## src/rtl/core_maxpooling2d_1_filter3_if.sv

```systemverilog
// ---------------------------------------------------------------------------
// core_maxpooling2d_1_filter3_if
// Bundles the FIFO-side signals of the 2x2 max-pooling stage.
//   ff_rdata   : head word of the upstream show-ahead FIFO
//   ff_empty   : upstream FIFO empty
//   ff_rdreq   : pop strobe to the upstream FIFO
//   ff_wdata   : pooled value to the downstream FIFO
//   ff_wrreq   : write strobe to the downstream FIFO
//   ff_full    : downstream FIFO full
//   frame_done : one-cycle pulse after the last pixel of a frame is popped
// Modports: slave = pooling core, master = surrounding FIFOs / bench.
// ---------------------------------------------------------------------------
`timescale 1ns/1ps
interface core_maxpooling2d_1_filter3_if #(
    parameter int DWIDTH = 32
);
    logic [DWIDTH-1:0] ff_rdata;
    logic              ff_empty;
    logic              ff_rdreq;
    logic [DWIDTH-1:0] ff_wdata;
    logic              ff_wrreq;
    logic              ff_full;
    logic              frame_done;

    modport slave (
        input  ff_rdata, ff_empty, ff_full,
        output ff_rdreq, ff_wdata, ff_wrreq, frame_done
    );

    modport master (
        output ff_rdata, ff_empty, ff_full,
        input  ff_rdreq, ff_wdata, ff_wrreq, frame_done
    );
endinterface

```

## src/rtl/core_maxpooling2d_1_filter3.sv

```systemverilog
// ---------------------------------------------------------------------------
// core_maxpooling2d_1_filter3
// Streaming 2x2 / stride-2 float32 max-pooling stage. Pops one activation per
// cycle in raster order, keeps a half-width line buffer of horizontal pair
// maxima from the even row, and emits one pooled value per 2x2 window.
// Odd trailing column / row are popped and discarded.
//
// Ports:
//   i_clock : clock, all state on the rising edge
//   i_reset : asynchronous active-high reset
//   io_bus  : FIFO handshake bundle (slave modport), see the interface file
//
// Optional build macro: MAXPOOL_RELU_EN -- apply ReLU to every popped pixel
// before pooling (negative inputs become +0).
// ---------------------------------------------------------------------------
`timescale 1ns/1ps
module core_maxpooling2d_1_filter3 #(
    parameter int DWIDTH = 32,
    parameter int IMG_W  = 62,
    parameter int IMG_H  = 62
) (
    input  logic                         i_clock,
    input  logic                         i_reset,
    core_maxpooling2d_1_filter3_if.slave io_bus
);

    localparam int OUT_W = IMG_W / 2;
    localparam int CW    = (IMG_W > 2) ? $clog2(IMG_W) : 1;
    localparam int RW    = (IMG_H > 2) ? $clog2(IMG_H) : 1;
    localparam int LBW   = (OUT_W > 1) ? $clog2(OUT_W) : 1;
    localparam bit H_ODD = (IMG_H % 2) == 1;

    typedef enum logic [1:0] {
        ROW_TOP  = 2'd0,
        ROW_BOT  = 2'd1,
        ROW_SKIP = 2'd2
    } state_t;

    // b strictly greater than a, sign-magnitude float order with -0 == +0.
    function automatic logic f_gt(input logic [DWIDTH-1:0] a,
                                  input logic [DWIDTH-1:0] b);
        logic a_zero;
        logic b_zero;
        a_zero = (a[DWIDTH-2:0] == '0);
        b_zero = (b[DWIDTH-2:0] == '0);
        if (a_zero && b_zero)
            return 1'b0;
        if (a[DWIDTH-1] != b[DWIDTH-1])
            return ~b[DWIDTH-1];
        if (!b[DWIDTH-1])
            return b[DWIDTH-2:0] > a[DWIDTH-2:0];
        return b[DWIDTH-2:0] < a[DWIDTH-2:0];
    endfunction

    // Earlier operand wins ties, so -0/+0 ordering follows arrival order.
    function automatic logic [DWIDTH-1:0] f_max(input logic [DWIDTH-1:0] a,
                                                 input logic [DWIDTH-1:0] b);
        return f_gt(a, b) ? b : a;
    endfunction

    state_t            r_state;
    state_t            w_next_state;
    logic [CW-1:0]     r_col;
    logic [RW-1:0]     r_row;
    logic [DWIDTH-1:0] r_hreg;
    logic [DWIDTH-1:0] r_out_data;
    logic              r_out_valid;
    logic              r_frame_done;
    logic [DWIDTH-1:0] r_linebuf [OUT_W];

    logic              w_pop;
    logic [DWIDTH-1:0] w_pix;
    logic              w_col_last;
    logic              w_row_last;
    logic              w_col_pair;
    logic              w_hreg_load;
    logic              w_lb_write;
    logic              w_win_done;
    logic [LBW-1:0]    w_lb_idx;
    logic [DWIDTH-1:0] w_lb_rd;
    logic [DWIDTH-1:0] w_hmax;
    logic [DWIDTH-1:0] w_wmax;

    // A pop is blocked only while a finished window is still waiting on a
    // full downstream FIFO, so a completing pop can never clobber it.
    assign w_pop = ~i_reset & ~io_bus.ff_empty & (~r_out_valid | ~io_bus.ff_full);

`ifdef MAXPOOL_RELU_EN
    assign w_pix = io_bus.ff_rdata[DWIDTH-1] ? '0 : io_bus.ff_rdata;
`else
    assign w_pix = io_bus.ff_rdata;
`endif

    assign w_col_last = (r_col == CW'(IMG_W - 1));
    assign w_row_last = (r_row == RW'(IMG_H - 1));
    // Excludes the trailing column of an odd-width frame.
    assign w_col_pair = ({1'b0, r_col} < (CW+1)'(2 * OUT_W));
    assign w_lb_idx   = LBW'(r_col >> 1);
    assign w_lb_rd    = r_linebuf[w_lb_idx];
    assign w_hmax     = f_max(r_hreg, w_pix);
    assign w_wmax     = f_max(f_max(w_lb_rd, r_hreg), w_pix);

    // ---------------- pixel position counters ----------------
    always_ff @(posedge i_clock or posedge i_reset) begin
        if (i_reset) begin
            r_col <= '0;
            r_row <= '0;
        end else if (w_pop) begin
            if (w_col_last) begin
                r_col <= '0;
                r_row <= w_row_last ? '0 : r_row + 1'b1;
            end else begin
                r_col <= r_col + 1'b1;
            end
        end
    end

    // ---------------- FSM: state register ----------------
    always_ff @(posedge i_clock or posedge i_reset) begin
        if (i_reset)
            r_state <= ROW_TOP;
        else
            r_state <= w_next_state;
    end

    // ---------------- FSM: next state (changes only at column wrap) ----
    always_comb begin
        w_next_state = r_state;
        if (w_pop && w_col_last) begin
            case (r_state)
                ROW_TOP:  w_next_state = ROW_BOT;
                // Next row is the trailing odd row only when it is IMG_H-1.
                ROW_BOT:  w_next_state = (H_ODD && !w_row_last && (r_row == RW'(IMG_H - 2)))
                                         ? ROW_SKIP : ROW_TOP;
                default:  w_next_state = ROW_TOP;
            endcase
        end
    end

    // ---------------- FSM: datapath controls ----------------
    always_comb begin
        w_hreg_load = 1'b0;
        w_lb_write  = 1'b0;
        w_win_done  = 1'b0;
        case (r_state)
            ROW_TOP: begin
                w_hreg_load = w_pop & ~r_col[0] & w_col_pair;
                w_lb_write  = w_pop &  r_col[0];
            end
            ROW_BOT: begin
                w_hreg_load = w_pop & ~r_col[0] & w_col_pair;
                w_win_done  = w_pop &  r_col[0];
            end
            default: ;
        endcase
    end

    // ---------------- datapath ----------------
    always_ff @(posedge i_clock or posedge i_reset) begin
        if (i_reset)
            r_hreg <= '0;
        else if (w_hreg_load)
            r_hreg <= w_pix;
    end

    // Line buffer holds no state that matters across reset: every entry is
    // rewritten by the top row before the bottom row reads it.
    always_ff @(posedge i_clock) begin
        if (w_lb_write)
            r_linebuf[w_lb_idx] <= w_hmax;
    end

    // A completing window wins over an accepted write in the same cycle,
    // keeping out_valid high with the new value.
    always_ff @(posedge i_clock or posedge i_reset) begin
        if (i_reset) begin
            r_out_data  <= '0;
            r_out_valid <= 1'b0;
        end else if (w_win_done) begin
            r_out_data  <= w_wmax;
            r_out_valid <= 1'b1;
        end else if (r_out_valid && !io_bus.ff_full) begin
            r_out_valid <= 1'b0;
        end
    end

    always_ff @(posedge i_clock or posedge i_reset) begin
        if (i_reset)
            r_frame_done <= 1'b0;
        else
            r_frame_done <= w_pop & w_col_last & w_row_last;
    end

    assign io_bus.ff_rdreq    = w_pop;
    assign io_bus.ff_wrreq    = r_out_valid & ~io_bus.ff_full;
    assign io_bus.ff_wdata    = r_out_data;
    assign io_bus.frame_done  = r_frame_done;

endmodule

```

## src/flat_wrapper.sv

```systemverilog
// flat-port wrapper written by rule: the top's interface ports become plain ports
module core_maxpooling2d_1_filter3_flat 
#(
    parameter int DWIDTH = 32,
    parameter int IMG_W  = 62,
    parameter int IMG_H  = 62
)
  (i_clock, i_reset, io_bus_ff_rdata, io_bus_ff_empty, io_bus_ff_full, io_bus_ff_rdreq, io_bus_ff_wdata, io_bus_ff_wrreq, io_bus_frame_done);
  core_maxpooling2d_1_filter3_if #(.DWIDTH(DWIDTH)) io_bus_i ();
  input  logic i_clock;
  input  logic i_reset;
  input wire logic [$bits(io_bus_i.ff_rdata)-1:0] io_bus_ff_rdata;
  input wire logic [$bits(io_bus_i.ff_empty)-1:0] io_bus_ff_empty;
  input wire logic [$bits(io_bus_i.ff_full)-1:0] io_bus_ff_full;
  output wire logic [$bits(io_bus_i.ff_rdreq)-1:0] io_bus_ff_rdreq;
  output wire logic [$bits(io_bus_i.ff_wdata)-1:0] io_bus_ff_wdata;
  output wire logic [$bits(io_bus_i.ff_wrreq)-1:0] io_bus_ff_wrreq;
  output wire logic [$bits(io_bus_i.frame_done)-1:0] io_bus_frame_done;
  assign io_bus_i.ff_rdata = io_bus_ff_rdata;
  assign io_bus_i.ff_empty = io_bus_ff_empty;
  assign io_bus_i.ff_full = io_bus_ff_full;
  assign io_bus_ff_rdreq = io_bus_i.ff_rdreq;
  assign io_bus_ff_wdata = io_bus_i.ff_wdata;
  assign io_bus_ff_wrreq = io_bus_i.ff_wrreq;
  assign io_bus_frame_done = io_bus_i.frame_done;
  core_maxpooling2d_1_filter3 #(.DWIDTH(DWIDTH), .IMG_W(IMG_W), .IMG_H(IMG_H)) u_core (.i_clock(i_clock), .i_reset(i_reset), .io_bus(io_bus_i));
endmodule
```

## config.mk

```make
export PLATFORM = sky130hd
export DESIGN_NAME = core_maxpooling2d_1_filter3_flat
export DESIGN_NICKNAME = d
export VERILOG_FILES = /design/src/rtl/core_maxpooling2d_1_filter3_if.sv /design/src/rtl/core_maxpooling2d_1_filter3.sv /design/src/flat_wrapper.sv
export SDC_FILE = /design/constraint.sdc
export NUM_CORES = 1
export LEC_CHECK = 0
export CORE_MARGIN = 10
export CORE_UTILIZATION = 60
export DETAILED_ROUTE_END_ITERATION = 7
export MAX_ROUTING_LAYER = met4
export PLACE_DENSITY = 0.77
export SYNTH_ARGS = -nofsm -noshare
export SYNTH_HDL_FRONTEND = slang
export SYNTH_SLANG_ARGS = --single-unit
```

## constraint.sdc

```tcl
create_clock -name i_clock -period 10.8 [get_ports i_clock]
set_clock_uncertainty 0.2 [all_clocks]
set_input_delay 2.16 -clock i_clock [delete_from_list [all_inputs] [get_ports i_clock]]
set_output_delay 2.16 -clock i_clock [all_outputs]
set_load 0.1 [all_outputs]
```

==> results of run 1 <==
==> state kept, by name (all words and copies together) (netlist names) <==
signal / cells
u_core.r_linebuf: 992
u_core.io_bus.ff_wdata: 32
u_core.r_hreg: 32
u_core.r_col: 6
u_core.r_row: 6
u_core.io_bus.frame_done: 1
u_core.r_out_valid: 1
u_core.r_state: 1
==> worst max path at each step <==
stage,end,depth (start not counted),from
after detailed placement,u_core.io_bus.ff_wdata[26],29,u_core.r_col[2]
after floorplan,u_core.io_bus.ff_wdata[12],33,u_core.r_col[3]
after CTS,u_core.io_bus.ff_wdata[26],29,u_core.r_col[2]
after global routing,u_core.io_bus.ff_wdata[10],28,u_core.r_col[5]
final,u_core.io_bus.ff_wdata[26],28,u_core.r_col[2]
after global placement,u_core.io_bus.ff_wdata[23],28,u_core.r_col[2]
==> kinds of logic after synthesis <==
logic type / after synthesis / share of synthesized area [%]
fa+ha+maj: 96 / 2.655
buf+inv: 239 / 2.489
mux: 507 / 11.42
xor+xnor: 3 / 0.05816
compound gates: 525 / 7.612
flops: 1071 / 70.30
simple gates: 478 / 5.460
==> layout by cell type, fill, tap and decap left out, types with 27 or more instances in the layout <==
cell,netlist,final
clkdlybuf4s50_1,0,70
clkbuf_16,0,107
edfxtp_1,992,992
nor4_1,74,74
nor2_1,91,64
o41ai_1,30,30
nand4_1,31,31
o21ai_0,98,98
dfrtp_1,79,77
nand2_1,151,151
mux2i_1,473,471
nor2b_1,33,33
o211ai_1,27,27
nor2_4,1,28
o22ai_1,218,218
ha_1,95,95
mux2_2,30,30
buf_4,12,80
a211oi_1,32,30
inv_1,70,69
a21oi_1,29,29
==> layout make-up <==
class / count / area, sq um / area share [%]
Timing Repair Buffer: 158 / 1461 / 2.876
Clock inverter: 64 / 688.2 / 1.354
Clock buffer: 130 / 2774 / 5.459
Inverter: 72 / 271.5 / 0.5344
Sequential cell: 1071 / 31770 / 62.53
Tap cell: 969 / 1212 / 2.386
Multi-Input combinational cell: 1609 / 12630 / 24.86
==> stage by stage <==
| stage | instances | hold WS, ns |
|---|---|---|
| 3_5_place_dp | 3879 | 0.2614 |
| 3_3_place_gp | 3879 | 0.2538 |
| 2_1_floorplan | 2919 | 0.2370 |
| 5_1_grt | 4073 | 0.3142 |
| 6_report | 4073 | 0.2692 |
| 4_1_cts | 4073 | 0.2723 |
==> per-layer routing <==
layer,vias up,global-route usage [%],part of all wire [%]
met2,1930,46.38,46
met4,0,11.55,3.8
met3,324,5.658,12
met5,-,-,0
met1,13890,40.52,37
li1,11740,-,-
==> critical path: cells and delay by family, from the launching register on <==
family,cells,cell delay [ns]
and+or+nand+nor,10,4.14
AOI/OAI and AO/OA,11,2.28
buffers and inverters,4,1.29
DFF,1,0.99
adders and majority gates,2,0.52
muxes,1,0.35
==> power by group through the flow <==
stage	sequential, mW	clock (mW)	combinational (mW)
floorplan	5.15	0	3.81
global placement	5.25	0	5.17
detailed placement	5.26	0	5.29
CTS	5.17	3.69	5.32
global route	5.19	3.86	5.81
finish	5.18	3.68	5.43
==> Yosys cell counts, types with 33 or more instances <==
library cell / n
nor4_1: 74
nand2_1: 151
o22ai_1: 218
inv_1: 70
mux2i_1: 473
clkbuf_1: 57
nor2b_1: 33
nor2_1: 91
ha_1: 95
edfxtp_1: 992
dfrtp_1: 79
o21ai_0: 98
buf_2: 86
==> results.toml, run 1 <==
[drt]
drt_pass1_iterations = 5
ant_nets = 0
via_per_inst = 6.845
drtIter0Drc = 3905
routed_wl_mm = 129.4
vias = 27880
wl_per_cell_um = 31.76
drc = 0

[sta]
fmax_ghz = 0.09957
setup_viol = 0
worstMarginPinSlew_ns = 1.232
setup_slack_ns = 0.7566
hold_viol = 0
rsz0062_at_grt = "false"
maxSlewViolCount = 0
fin_tns_setup_ns = 0
relSlewSlack_pct = 16.09
timing.final.crit_share_pct = 92.99
finalCriticalPeriod_ns = 10.04

[worst_hold_path]
holdCritStartpoint = "u_core.r_row[5]"
whs_endpoint = "u_core.r_row[5]"
hold_path.class = "flop to flop"
holdPathStages = 1

[critical_path]
crit_type = "flop to flop"
cpMaxStageDelayCell = "dfrtp_4"
rrSetupSlack_ns = 0.76
worstPathRequired_ns = 11.10
worst_setup_path_end_kind = "flop"
max_stage_delay_ns = 0.99
r2r_end = "u_core.io_bus.ff_wdata[26]"
path_common_cell = "a21o_1"
worst-endpoint-arrival_ns = 10.34
timing.rr.start = "u_core.r_col[2]"
crit_fanout = 76
worst_r2r_path_depth = 28
worst_setup_path_start_kind = "flop"

[power_and_ir_drop]
p_sw_mw = 5.417
ir_worst_vdd_uv = 387.3
total_power_mw = 14.29
swShare_pct = 37.91
powerDensity_nw_per_um2 = 281.3
pwr-share-comb_pct = 38.0
clkPwrFrac_pct = 25.7
p_int_mw = 8.874
p_seq_share_pct = 36.2
power_leakage_nw = 17.57

[placement]
io_buffers = 70
post-place-ws_ns = 0.9897
gp_congestion = 0.9242
dp_hpwl_mm = 78.28
place_area_sq_um = 47350

[yosys]
synthTopCellsByArea = "edfxtp_1 (66%), mux2i_1 (10%), dfrtp_1 (4.4%)"
syn_nets = 3050
synth_area_leader_cell = "edfxtp_1"
yosys_most_used_dff = "edfxtp_1"
synth-edff-count = 992
synth_cells = 2919
syn_area_per_cell_sq_um = 15.48
synth_seq_cells = 1071
synthDistinctLibCells = 75
seq_area_frac_synth_pct = 70.30
yosys_warnings = 0
yosysTopAreaCellShare_pct = 65.92
synthesis.area_sq_um = 45190
synthArstFlopShare_pct = 7.376

[clock_tree]
cts_setup_buffers = 0
tritoncts = "yes"
htreeDepth = 3
worst_skew_pair.late_latency_ns = 0.68
cts_resized = 0
ctsHoldBuffers = 0
cts-root-buf = "clkbuf_16"
cts_sinks = 1071
numCtsBuffers = 105
clock_path_buffers = 3
clkSlewWorstSetupHoldPaths_ns = 0.06

[cells_and_area]
post-route-util_pct = 68.14
fillCellCount = 4862
antenna_cells = 0
drive_gt1_share_pct = 11.37
final_area_sq_um = 50810
final_nets = 3148
area_delta_synth_final_pct = 12.45

[die]
initial_utilization_pct = 60.59
die_h_um = 294.4
chipWidth_um = 294.4
core_area_sq_um = 74570
dieArea_sq_um = 86690
io_pins = 71
num_rows = 100

[global_route]
grt_pass1_wl_mm = 186.7
grt_pass1_vias = 27080
grt_overflow = 0
grt_max_degree = 77
grt_use_total_pct = 30.38
antenna_found_initial = 2

[flow_run]
drv_cap = 0

[outcome]
status = "completed"
(Power assumes the default switching activity.)
==> run 2, diff against run 1 <==
- CORE_UTILIZATION: 60 -> 40
- CTS_CLUSTER_SIZE: unset -> 14
- PLACE_DENSITY: 0.77 -> 0.53
==> results.toml, run 2 (same netlist as run 1, synthesis figures left out) <==
[cells_and_area]
largest_reg_flops = 992
area_delta_synth_final_pct = 14.00
drive_gt1_share_pct = 11.32
regMostFlops = "u_core.r_linebuf"
final_cell_mix = "edfxtp_1 (992), mux2i_1 (471), o22ai_1 (218), nand2_1 (151), clkbuf_16 (110)"
final_common_cell = "edfxtp_1"
antenna_cells = 0
final_nets = 3154
final_cells = 4609

[critical_path]
critical_path.top_delay_family = "simple AND/OR/NAND/NOR gates"
crit_path_start = "u_core.r_col[4]"
crit_type = "flop to flop"
critical_path_buf_inv_count = 3
worst_r2r_path_depth = 28
worst_setup_path_end_kind = "flop"
rrSetupSlack_ns = 0.53
worst-endpoint-arrival_ns = 10.66
max_stage_delay_ns = 1.00
worst_setup_path_start_kind = "flop"
worstPathRequired_ns = 11.20
r2r_end = "u_core.io_bus.ff_wdata[25]"
crit_fanout = 34
path_common_cell = "a21o_1"
crit_cells = 28
cpMaxStageDelayCell = "nand4bb_2"
timing.rr.start = "u_core.r_col[4]"

[global_route]
grt_pass1_wl_mm = 200.4
grt_pass1_vias = 26320
grt_use_total_pct = 22.42
antenna_found_initial = 1
grt_overflow = 0
grt_max_degree = 71

[clock_tree]
clock_path_buffers = 3
worst_skew_pair.late_latency_ns = 0.71
cts_resized = 0
tritoncts = "yes"
cts_sinks = 1071
htreeDepth = 3
numCtsBuffers = 109
clkSlewWorstSetupHoldPaths_ns = 0.06
ctsHoldBuffers = 0
cts-root-buf = "clkbuf_16"
cts_setup_buffers = 0

[power_and_ir_drop]
powerDensity_nw_per_um2 = 281.1
ir_worst_vdd_uv = 464.8
p_int_mw = 8.880
p_sw_mw = 5.602
clkPwrFrac_pct = 25.4
p_seq_share_pct = 35.7
swShare_pct = 38.68
pwr-share-comb_pct = 38.9
power_leakage_nw = 17.59
total_power_mw = 14.48

[drt]
drt_pass1_iterations = 5
via_per_inst = 5.904
wl_per_cell_um = 30.71
ant_nets = 0
vias = 27210
routed_wl_mm = 141.5
drc = 0
drtIter0Drc = 2813

[die]
chipWidth_um = 356.1
core_area_sq_um = 112300
num_rows = 123
initial_utilization_pct = 40.22
die_h_um = 356.1
io_pins = 71
dieArea_sq_um = 126800

[sta]
worstMarginPinSlew_ns = 1.315
fin_tns_setup_ns = 0
finalCriticalPeriod_ns = 10.27
hold_viol = 0
relSlewSlack_pct = 12.06
rsz0062_at_grt = "false"
maxSlewViolCount = 0
fmax_ghz = 0.09740
setup_viol = 0
timing.final.crit_share_pct = 95.07

[placement]
dp_cells = 4412
dp_hpwl_mm = 85.49
gp_congestion = 0.8910
io_buffers = 70

[worst_hold_path]
hold_path.class = "flop to flop"
holdPathStages = 2
whs_endpoint = "u_core.io_bus.ff_wdata[31]"
holdCritStartpoint = "u_core.io_bus.ff_wdata[31]"

[outcome]
status = "completed"

[flow_run]
drv_cap = 0
## run 2: cell count changes in the layout (fill, tap and decap cells not counted), sizes merged
| cell | delta |
|---|---|
| clkbuf | +5 |
| clkinv | +2 |
| buf | +2 |
| bufinv | -3 |
| clkinvlp | -3 |
| inv | +2 |
## run 2: worst register-to-register path: cells and delay by family, from the launching register on
kind	cells	cell delay, ns
DFF	1	0.90
adders and majority gates	2	0.66
buffers and inverters	3	0.98
AOI/OAI and AO/OA	11	2.60
and+or+nand+nor	12	4.83
## run 2: worst max-delay path by stage
| stage | slack (ns) | end |
|---|---|---|
| 2_1_floorplan | 3.53 | u_core.io_bus.ff_wdata[12] |
| 3_3_place_gp | 0.93 | u_core.io_bus.ff_wdata[29] |
| 3_5_place_dp | 0.64 | u_core.io_bus.ff_wdata[25] |
| 4_1_cts | 0.61 | u_core.io_bus.ff_wdata[25] |
| 5_1_grt | 0.01 | u_core.io_bus.ff_wdata[25] |
| 6_report | 0.53 | u_core.io_bus.ff_wdata[25] |
## run 2: metal layers
layer  share of wire, %  wire [um]  track usage [%]
met1                 44      62240            30.91
met5                  0          0                -
met4                2.3       3203            5.762
met2                 46      65740            34.89
met3                7.3      10340            3.032
## run 2: power groups by stage
stage / logic, mW / clock network (mW) / registers [mW]
2_1_floorplan: 3.81 / 0 / 5.15
3_3_place_gp: 5.46 / 0 / 5.25
3_5_place_dp: 5.55 / 0 / 5.25
4_1_cts: 5.57 / 3.73 / 5.17
5_1_grt: 6.04 / 3.89 / 5.18
6_report: 5.63 / 3.68 / 5.17
## run 2: cell type report
| cell class | count | area (sq um) |
|---|---|---|
| Clock buffer | 135 | 2856 |
| Fill cell | 9628 | 60830 |
| Sequential cell | 1071 | 31770 |
| Tap cell | 1500 | 1877 |
| Inverter | 72 | 271.5 |
| Multi-Input combinational cell | 1609 | 12670 |
| Clock inverter | 62 | 566.8 |
| Timing Repair Buffer | 160 | 1501 |
## run 2: per-stage QoR
stage / util (%) / setup slack (ns) / hold WS [ns] / cell area (sq um)
after floorplan: - / 3.526 / 0.2370 / 45190
after global placement: 42.80 / 0.9289 / 0.2547 / 48090
after detailed placement: 42.80 / 0.6440 / 0.2787 / 48090
after CTS: 45.85 / 0.6086 / 0.2916 / 51510
after global routing: 45.85 / 0.01089 / 0.3082 / 51510
final: 45.85 / 0.5328 / 0.2912 / 51510
